$ cat src/rtl/voice_if.sv
// voice_if: key lines in, per-voice oscillator controls and mixer normalisation out.
// master = allocator side, slave = datapath / bench side.
interface voice_if #(
  parameter int NUM_VOICES = 4
);
  logic [7:0]              keys;
  logic [NUM_VOICES-1:0]   voice_en;
  logic [3*NUM_VOICES-1:0] voice_note;
  logic [NUM_VOICES-1:0]   voice_start;
  logic [3:0]              active_cnt;
  logic [2:0]              mix_shift;

  modport master (
    input  keys,
    output voice_en,
    output voice_note,
    output voice_start,
    output active_cnt,
    output mix_shift
  );

  modport slave (
    output keys,
    input  voice_en,
    input  voice_note,
    input  voice_start,
    input  active_cnt,
    input  mix_shift
  );
endinterface

$ cat src/rtl/voice_allocator.sv
// voice_allocator: debounced 8-key scanner sharing NUM_VOICES oscillator slots.
// Define VOICE_STEAL_EN to let a new key steal the oldest slot when all are busy.
module voice_allocator #(
  parameter int NUM_VOICES    = 4,
  parameter int DEBOUNCE_BITS = 16,
  parameter int AGE_BITS      = 8
) (
  input  logic    clk,
  input  logic    rst,
  voice_if.master vif
);

  localparam int NV = NUM_VOICES;
  localparam int VW = (NV > 1) ? $clog2(NV) : 1;
  localparam int DB = DEBOUNCE_BITS;

  localparam logic [DB-1:0] CNT_LAST =
    {{(DB-1){1'b1}}, 1'b0};
  localparam logic [AGE_BITS-1:0] AGE_MAX = '1;

  typedef enum logic [1:0] {
    ACT_NONE,
    ACT_FREE,
    ACT_ALLOC,
    ACT_STEAL
  } act_e;

  logic [7:0]          sync1;
  logic [7:0]          sync2;
  logic [7:0]          stable;
  logic [DB-1:0]       cnt [8];
  logic [7:0]          assigned;
  logic [7:0]          dropped;
  logic [2:0]          scan_ptr;
  logic [NV-1:0]       en_q;
  logic [NV-1:0]       start_q;
  logic [2:0]          note_q [NV];
  logic [AGE_BITS-1:0] age_q [NV];
  logic [3:0]          act_q;
  logic [2:0]          shift_q;

  logic [2:0]          k;
  logic                want;
  logic                have_free;
  logic [VW-1:0]       free_v;
  logic [VW-1:0]       hold_v;
  logic [VW-1:0]       tgt_v;
  act_e                act;
  logic [3:0]          pop;
  logic [2:0]          shift_d;
  logic [3*NV-1:0]     note_flat;

  // Reaching the last count value is the (2^DB-1)th differing cycle.
  always_ff @(posedge clk) begin
    if (rst) begin
      sync1  <= '0;
      sync2  <= '0;
      stable <= '0;
      for (int i = 0; i < 8; i++) cnt[i] <= '0;
    end else begin
      sync1 <= vif.keys;
      sync2 <= sync1;
      for (int i = 0; i < 8; i++) begin
        if (sync2[i] == stable[i]) begin
          cnt[i] <= '0;
        end else if (cnt[i] == CNT_LAST) begin
          stable[i] <= ~stable[i];
          cnt[i]    <= '0;
        end else begin
          cnt[i] <= cnt[i] + 1'b1;
        end
      end
    end
  end

  assign k    = scan_ptr;
  assign want = stable[k] & ~assigned[k] & ~dropped[k];

  always_comb begin
    have_free = 1'b0;
    free_v    = '0;
    hold_v    = '0;
    for (int v = NV - 1; v >= 0; v--) begin
      if (!en_q[v]) begin
        have_free = 1'b1;
        free_v    = VW'(v);
      end
      if (en_q[v] && note_q[v] == k) hold_v = VW'(v);
    end
  end

`ifdef VOICE_STEAL_EN
  logic [VW-1:0]       old_v;
  logic [AGE_BITS-1:0] old_age;

  always_comb begin
    old_v   = '0;
    old_age = age_q[0];
    for (int v = 1; v < NV; v++) begin
      if (age_q[v] > old_age) begin
        old_age = age_q[v];
        old_v   = VW'(v);
      end
    end
  end

  assign tgt_v = (act == ACT_STEAL) ? old_v : free_v;
`else
  assign tgt_v = free_v;
`endif

  always_comb begin
    act = ACT_NONE;
    unique case (1'b1)
      (!stable[k] && assigned[k]): act = ACT_FREE;
      (want && have_free):         act = ACT_ALLOC;
`ifdef VOICE_STEAL_EN
      (want && !have_free):        act = ACT_STEAL;
`endif
      default:                     act = ACT_NONE;
    endcase
  end

  always_ff @(posedge clk) begin
    if (rst) begin
      scan_ptr <= '0;
      assigned <= '0;
      dropped  <= '0;
      en_q     <= '0;
      start_q  <= '0;
      for (int v = 0; v < NV; v++) begin
        note_q[v] <= '0;
        age_q[v]  <= '0;
      end
    end else begin
      scan_ptr <= scan_ptr + 3'd1;
      start_q  <= '0;
      if (!stable[k]) dropped[k] <= 1'b0;
      case (act)
        ACT_FREE: begin
          en_q[hold_v] <= 1'b0;
          assigned[k]  <= 1'b0;
        end
        ACT_ALLOC, ACT_STEAL: begin
          for (int v = 0; v < NV; v++) begin
            if (VW'(v) != tgt_v && en_q[v] && age_q[v] != AGE_MAX)
              age_q[v] <= age_q[v] + 1'b1;
          end
`ifdef VOICE_STEAL_EN
          if (act == ACT_STEAL) begin
            assigned[note_q[tgt_v]] <= 1'b0;
            dropped[note_q[tgt_v]]  <= 1'b1;
          end
`endif
          en_q[tgt_v]    <= 1'b1;
          note_q[tgt_v]  <= k;
          age_q[tgt_v]   <= '0;
          start_q[tgt_v] <= 1'b1;
          assigned[k]    <= 1'b1;
        end
        default: ;
      endcase
    end
  end

  always_comb begin
    pop = '0;
    for (int v = 0; v < NV; v++) pop = pop + 4'(en_q[v]);
    if (pop <= 4'd1)      shift_d = 3'd0;
    else if (pop == 4'd2) shift_d = 3'd1;
    else if (pop <= 4'd4) shift_d = 3'd2;
    else                  shift_d = 3'd3;
  end

  // Mixer normalisation lags voice_en by one register stage.
  always_ff @(posedge clk) begin
    if (rst) begin
      act_q   <= '0;
      shift_q <= '0;
    end else begin
      act_q   <= pop;
      shift_q <= shift_d;
    end
  end

  always_comb begin
    note_flat = '0;
    for (int v = 0; v < NV; v++) note_flat[3*v +: 3] = note_q[v];
  end

  assign vif.voice_en    = en_q;
  assign vif.voice_note  = note_flat;
  assign vif.voice_start = start_q;
  assign vif.active_cnt  = act_q;
  assign vif.mix_shift   = shift_q;

endmodule

$ cat src/flat_wrapper.sv
// flat-port wrapper written by rule: the top's interface ports become plain ports
module voice_allocator_flat 
#(
  parameter int NUM_VOICES    = 4,
  parameter int DEBOUNCE_BITS = 16,
  parameter int AGE_BITS      = 8
)
  (clk, rst, vif_keys, vif_voice_en, vif_voice_note, vif_voice_start, vif_active_cnt, vif_mix_shift);
  voice_if #(.NUM_VOICES(NUM_VOICES)) vif_i ();
  input  logic clk;
  input  logic rst;
  input wire logic [$bits(vif_i.keys)-1:0] vif_keys;
  output wire logic [$bits(vif_i.voice_en)-1:0] vif_voice_en;
  output wire logic [$bits(vif_i.voice_note)-1:0] vif_voice_note;
  output wire logic [$bits(vif_i.voice_start)-1:0] vif_voice_start;
  output wire logic [$bits(vif_i.active_cnt)-1:0] vif_active_cnt;
  output wire logic [$bits(vif_i.mix_shift)-1:0] vif_mix_shift;
  assign vif_i.keys = vif_keys;
  assign vif_voice_en = vif_i.voice_en;
  assign vif_voice_note = vif_i.voice_note;
  assign vif_voice_start = vif_i.voice_start;
  assign vif_active_cnt = vif_i.active_cnt;
  assign vif_mix_shift = vif_i.mix_shift;
  voice_allocator #(.NUM_VOICES(NUM_VOICES), .DEBOUNCE_BITS(DEBOUNCE_BITS), .AGE_BITS(AGE_BITS)) u_core (.clk(clk), .rst(rst), .vif(vif_i));
endmodule
$ cat config.mk
export PLATFORM = sky130hd
export DESIGN_NAME = voice_allocator_flat
export DESIGN_NICKNAME = d
export VERILOG_FILES = /design/src/rtl/voice_if.sv /design/src/rtl/voice_allocator.sv /design/src/flat_wrapper.sv
export SDC_FILE = /design/constraint.sdc
export NUM_CORES = 1
export LEC_CHECK = 0
export BUFFER_PORTS_ARGS = -buffer_cell sky130_fd_sc_hd__buf_4
export CORE_MARGIN = 4
export CORE_UTILIZATION = 50
export DETAILED_ROUTE_END_ITERATION = 10
export PLACE_DENSITY = 0.76
export REMOVE_ABC_BUFFERS = 1
export SYNTH_ARGS = -nofsm -noshare
export SYNTH_HDL_FRONTEND = slang
export SYNTH_SLANG_ARGS = --single-unit
$ cat constraint.sdc
create_clock -name clk -period 4.9 [get_ports clk]
set_clock_uncertainty 0.15 [all_clocks]
set_input_delay 0.49 -clock clk [delete_from_list [all_inputs] [get_ports clk]]
set_output_delay 0.49 -clock clk [all_outputs]
set_load 0.005 [all_outputs]
==> results of run 1 <==
-- sequential cells by signal (all words and copies together), names as in the netlist, named ones only --
register,flops
u_core.cnt,128
u_core.note_q,12
u_core.dropped,8
u_core.stable,8
u_core.sync1,8
u_core.sync2,8
u_core.vif.voice_en,4
u_core.vif.voice_start,4
u_core.k,3
u_core.vif.active_cnt,3
u_core.vif.mix_shift,2
-- cells by family (layout without fill, tap and decap cells) --
group,Yosys count,after routing
DFF,196,196
xor gates and xnor gates,132,132
other,2,130
adders and majority gates,23,23
muxes,16,16
and+or+nand+nor,424,424
buffers and inverters,66,94
AOI/OAI and AO/OA,42,42
-- worst paths after layout --
check             startpoint             endpoint  slack (ns)  depth (start not counted)
min              vif_keys[4]      u_core.sync1[4]        0.12                          2
max reg2reg      u_core.k[0]  u_core.note_q[2][1]        1.15                          5
min reg2reg  u_core.sync1[5]      u_core.sync2[5]        0.29                          1
max              u_core.k[0]  u_core.note_q[2][1]        1.15                          5
-- area by class of cell --
type / instances / area, um2 / area share
Sequential cell: 196 / 5330 / 0.479
Inverter: 26 / 97.6 / 0.00877
Clock buffer: 17 / 425 / 0.0382
Timing Repair Buffer: 36 / 270 / 0.0243
Multi-Input combinational cell: 767 / 4520 / 0.407
Tap cell: 260 / 325 / 0.0292
Clock inverter: 15 / 155 / 0.0139
-- power by group --
part	total, mW	leakage [nW]	switching, mW	internal [mW]
clock	1.38	0.270	0.621	0.754
combinational	0.149	1.80	0.0854	0.0639
sequential	1.89	1.90	0.0645	1.83
-- critical path, delay by kind of cell (launching register included) --
kind | cells | cell delay [ns]
muxes | 2 | 0.95
and+or+nand+nor | 1 | 0.35
AOI/OAI and AO/OA | 2 | 1.03
DFF | 1 | 0.94
-- per-stage QoR --
step	std cells	utilization	instance area, um2	power, mW	setup slack (ns)
floorplan	989	-	9950	2.02	1.82
global placement	1285	0.560	10500	2.07	1.30
detailed placement	1285	0.560	10500	2.08	1.25
CTS	1317	0.591	11100	3.45	1.17
global route	1317	0.591	11100	3.56	0.961
finish	1317	0.591	11100	3.42	1.15
-- cells in the final DEF, fill, tap and decap left out, types with 20 or more instances in the layout --
cell and count:
dfxtp_1 56, nand2_1 38, nor2_1 173, xnor2_1 64
nand4_1 35, nor3_1 20, nor2b_1 24, inv_1 25
buf_4 36, conb_1 130, edfxtp_1 140, xor2_1 68
nand3_1 70, ha_1 22
-- metal layers --
metal / up-vias / part of all wire / global-route usage
li1: 3315 / - / -
met1: 3060 / 0.46 / 0.214
met2: 86 / 0.49 / 0.269
met3: 20 / 0.028 / 0.0364
met4: 0 / 0.013 / 0.0527
met5: - / 0 / 0
==> flow_metrics.py, run 1 <==
metrics = {
    "status": {
        "status": "complete, no violations",
    },
    "synth": {
        "yosys.area.top_type_share": 0.436,
        "netlist_instances": 901,
        "synth_edf_count": 140,
        "synth-simple-area-share": 0.216,
        "synth-main-ff-cell": "edfxtp_1",
        "ys_seq_area_frac": 0.552,
        "synth_top_family_by_area": "simple AND/OR/NAND/NOR gates",
        "async_flop_share": 0,
        "yosys_warnings": 0,
        "yosysMostFrequentCell": "nor2_1",
        "synth_seq_cells": 196,
        "yosys.area.top_type": "edfxtp_1",
        "synth_cell_type_count": 49,
        "synth_xor_area_frac": 0.120,
        "yosys-top-cells-area": "edfxtp_1 44%, dfxtp_1 12%, nor2_1 6.7%",
        "syn_area_per_cell_um2": 10.7,
        "synth_compound_area_frac": 0.0302,
        "synthTopCellsByCount": "173 x nor2_1, 140 x edfxtp_1, 70 x nand3_1",
        "muxShareOfSynthArea": 0.0221,
        "syn_area_um2": 9640,
        "synthAdderAreaFrac": 0.0306,
    },
    "layout": {
        "drive_above_1_share": 0.0738,
        "n_antenna_cell": 0,
        "syn2layout_area_growth_pct": 15.4,
        "n_fill_cell": 1611,
        "fin_nets": 1077,
    },
    "critical_path": {
        "path_class": "flop to flop",
        "critPathArrivalTime_ns": 3.71,
        "worstPathRequired_ns": 4.86,
        "worstPathCellList": "mux4_2, mux2_2, a211oi_2, nand4_2, o21ai_1",
        "endpoint_kind": "flop",
        "worstSetupStartpointType": "flop",
        "slowest_delay_ns": 0.94,
        "cp_max_fo": 23,
        "critPathSlowestCell": "dfxtp_1",
    },
    "global_route": {
        "grt_max_degree": 36,
        "grt_antenna_before_repair": 0,
        "grtUsageTotal": 0.163,
        "gr-total-overflow": 0,
        "grt_pass1_wl_um": 29200,
        "grt_pass1_vias": 6364,
    },
    "power_and_ir_drop": {
        "power_leakage_nw": 3.97,
        "cellPowerDensity_nw_per_um2": 307,
        "vdd_drop_max_uv": 248,
    },
    "route": {
        "routed_wl_um": 16500,
        "dr_total_vias": 6481,
        "route.detailed.drc": 0,
        "drt_iter0_markers": 408,
        "via_per_inst": 4.92,
        "ant_nets": 0,
        "wl_per_cell_um": 12.5,
        "dr.pass1.iters": 5,
    },
    "placement": {
        "numPortBuffers": 34,
        "gp_congestion": 0.802,
        "place_hpwl_um": 11500,
    },
    "die": {
        "die_w_um": 147,
        "start_util": 0.512,
        "row_count": 50,
        "dieArea_um2": 21600,
        "ioPinCount": 37,
        "die_y_um": 147,
        "coreArea_um2": 18800,
    },
    "flow_run": {
        "maxCapViolations": 0,
    },
    "clocking": {
        "cts_hold_buf": 0,
        "htree_levels": 4,
        "clkTransAtPathRegs_ns": 0.07,
        "cts_tree": "yes",
        "cts_buffers": 17,
        "cts.sinks": 196,
        "cts_setup_buffers": 0,
        "postCtsResizedCells": 0,
        "clock-root-buffer": "clkbuf_16",
        "clock_latency_ns": 0.43,
        "cts_buffer_depth": 2,
    },
    "sta": {
        "holdWs_ns": 0.120,
        "tns_ns": 0,
        "drv_slew": 0,
        "timing.final.crit_share": 0.766,
        "finalHoldViolations": 0,
        "setup_violations": 0,
        "tightest_slew_ns": 0.959,
        "period_minus_slack_ns": 3.75,
        "max_freq_mhz": 267,
        "rsz0062_at_grt": "no",
        "maxSlewHeadroom": 0.360,
    },
    "min_path": {
        "hp-class": "primary input to flop",
    },
}
Note: power is estimated with default switching activity, not from simulation.
==> inputs of run 2 (changes only) <==
--- a/config.mk
+++ b/config.mk
@@ -5,6 +5,7 @@
 export SDC_FILE = /design/constraint.sdc
 export NUM_CORES = 1
 export LEC_CHECK = 0
+export ABC_AREA = 1
 export BUFFER_PORTS_ARGS = -buffer_cell sky130_fd_sc_hd__buf_4
 export CORE_MARGIN = 4
 export CORE_UTILIZATION = 50
==> constraint.sdc (replaced) <==
create_clock -name clk -period 3.8 [get_ports clk]
set_clock_uncertainty 0.15 [all_clocks]
set_input_delay 0.38 -clock clk [delete_from_list [all_inputs] [get_ports clk]]
set_output_delay 0.38 -clock clk [all_outputs]
set_load 0.005 [all_outputs]
==> run 2 against run 1 <==
  * Critical path depth rose by 7
  * Register-to-register slack got worse by 0.21 ns
  * Routed wire length rose by 14%
  * Sequential share of layout area fell by 3.0 points
  * Die area rose by 6.4%
  * Critical endpoint is now u_core.note_q[0][2]
  * Largest power group unchanged
==> flow_metrics.py, run 2 <==
metrics = {
    "status": {
        "status": "complete, no violations",
    },
    "critical_path": {
        "critical_path.top_delay_family": "simple AND/OR/NAND/NOR gates",
        "worstPathRequired_ns": 3.80,
        "path_class": "flop to flop",
        "path_buf_inv": 2,
        "worstPathCellList": "inv_2, nand2_1, nand2_1, nand2_1, nand2_1, nand2_1, nand2_2, nor2_4, nand3_4, inv_4, nand2_4, nand2_1",
        "critPathSlowestCell": "dfxtp_1",
        "endpoint_kind": "flop",
        "critPathArrivalTime_ns": 2.85,
        "cp_common_cell": "nand2_1",
        "slowest_delay_ns": 0.83,
        "cp_max_fo": 23,
        "worstSetupStartpointType": "flop",
    },
    "global_route": {
        "gr-total-overflow": 0,
        "grtUsageTotal": 0.173,
        "grt_pass1_vias": 7525,
        "grt_max_degree": 28,
        "grt_pass1_wl_um": 32700,
        "grt_antenna_before_repair": 0,
    },
    "sta": {
        "maxSlewHeadroom": 0.482,
        "tightest_slew_ns": 0.776,
        "worst_slack_ns": 0.942,
        "timing.final.crit_share": 0.752,
        "setup_violations": 0,
        "max_freq_mhz": 350,
        "finalHoldViolations": 0,
        "rsz0062_at_grt": "no",
        "drv_slew": 0,
        "period_minus_slack_ns": 2.86,
        "holdWs_ns": 0.00167,
        "tns_ns": 0,
    },
    "synth": {
        "synth_seq_cells": 196,
        "syn_area_per_cell_um2": 8.22,
        "yosys_warnings": 0,
        "yosys.area.top_type_share": 0.408,
        "yosysMostFrequentCell": "nand2_1",
        "async_flop_share": 0,
        "synth_edf_count": 140,
        "syn_area_um2": 10300,
        "netlist_instances": 1253,
        "synth-main-ff-cell": "edfxtp_1",
        "ys_seq_area_frac": 0.517,
        "synth_cell_type_count": 47,
        "synthTopCellsByCount": "279 x nand2_1, 198 x nor2_1, 191 x inv_1",
        "yosys.area.top_type": "edfxtp_1",
        "yosys-top-cells-area": "edfxtp_1 41%, dfxtp_1 11%, nand2_1 10%",
    },
    "layout": {
        "final_cell_mix": "279 x nand2_1, 198 x nor2_1, 191 x inv_1",
        "fin_nets": 1448,
        "n_fill_cell": 1821,
        "top_regs": "u_core.cnt (128), u_core.note_q (12)",
        "final_common_cell": "nand2_1",
        "n_antenna_cell": 0,
        "stdcell_area_um2": 11900,
        "regMostFlops": "u_core.cnt",
        "final_core_utilization": 0.586,
        "syn2layout_area_growth_pct": 15.2,
        "largest_register_ffs": 128,
        "stdcell_count": 1698,
        "drive_above_1_share": 0.0721,
    },
    "placement": {
        "dp_cells": 1665,
        "pre_cts_ws_ns": 0.954,
        "gp_congestion": 0.889,
        "place_area_um2": 11300,
        "place_hpwl_um": 13800,
        "numPortBuffers": 34,
    },
    "die": {
        "dieArea_um2": 23000,
        "ioPinCount": 37,
        "coreArea_um2": 20200,
        "start_util": 0.509,
        "die_y_um": 152,
        "row_count": 52,
        "die_w_um": 152,
    },
    "route": {
        "ant_nets": 0,
        "routed_wl_um": 18800,
        "route.detailed.drc": 0,
        "via_per_inst": 4.70,
        "dr.pass1.iters": 6,
        "wl_per_cell_um": 11.1,
        "dr_total_vias": 7988,
        "drt_iter0_markers": 409,
    },
    "power_and_ir_drop": {
        "cellPowerDensity_nw_per_um2": 371,
        "power_leakage_nw": 5.26,
        "vdd_drop_max_uv": 297,
        "power_mw": 4.40,
    },
    "flow_run": {
        "maxCapViolations": 0,
    },
    "clocking": {
        "clock-root-buffer": "clkbuf_16",
        "cts.sinks": 196,
        "clock_latency_ns": 0.43,
        "cts_buffer_depth": 2,
        "clkTransAtPathRegs_ns": 0.07,
        "cts_tree": "yes",
        "htree_levels": 4,
        "cts_buffers": 17,
    },
    "min_path": {
        "hp-class": "primary input to flop",
    },
}
## run 2: cell count changes in the layout (fill, tap and decap cells not counted), sizes merged, moves of 38 or more
cell,delta
a21oi,+44
inv,+170
nand2,+244
o21ai,+38
xnor2,-51
xor2,-42
## run 2: worst paths after layout
check             depth (start not counted)                   to  slack, ns             from
setup / recovery                         12  u_core.note_q[0][2]       0.94      u_core.k[0]
setup reg to reg                         12  u_core.note_q[0][2]       0.94      u_core.k[0]
hold / removal                            3      u_core.sync1[1]      0.002      vif_keys[1]
hold reg to reg                           2      u_core.sync2[7]       0.25  u_core.sync1[7]
## run 2: cell families after synthesis
group / after synthesis / synth area share
mux: 1 / 0.000972
fa+ha+maj: 23 / 0.0287
xor+xnor: 39 / 0.0332
simple gates: 653 / 0.274
buf+inv: 222 / 0.0855
compound gates: 117 / 0.0598
flops: 196 / 0.517
other cells: 2 / 0.000729
## run 2: what timing repair did
item | 4_1_cts | 5_1_grt
hold buffers | 1 | 0
hold endpoints to repair | 1 | 0
gates resized for setup | 0 | 0
buffers inserted | 0 | 0
## run 2: worst register-to-register path: stages, from the launching register on
cell and delay, ns:
dfxtp_1 0.83, inv_2 0.38, nand2_1 0.15, nand2_1 0.06, nand2_1 0.05, nand2_1 0.05, nand2_1 0.06, nand2_2 0.09
nor2_4 0.21, nand3_4 0.16, inv_4 0.17, nand2_4 0.09, nand2_1 0.13
## run 2: final cells by class
class,instances,area [um2],share of cell area
multi-input combinational,963,4570,0.386
sequential,196,5330,0.449
tap,270,338,0.0285
clock buffer,19,453,0.0382
inverter,197,742,0.0626
timing repair buffer,40,303,0.0255
clock inverter,13,126,0.0107
## run 2: power by group
part	internal [mW]	switching (mW)	total [mW]
clock network	0.948	0.807	1.76
registers	2.36	0.0615	2.42
logic	0.0712	0.151	0.223
## run 2: per-layer routing
layer	share of wire	GRT usage
met3	0.040	0.0396
met4	0.0096	0.0436
met2	0.48	0.295
met1	0.47	0.225
met5	0	0
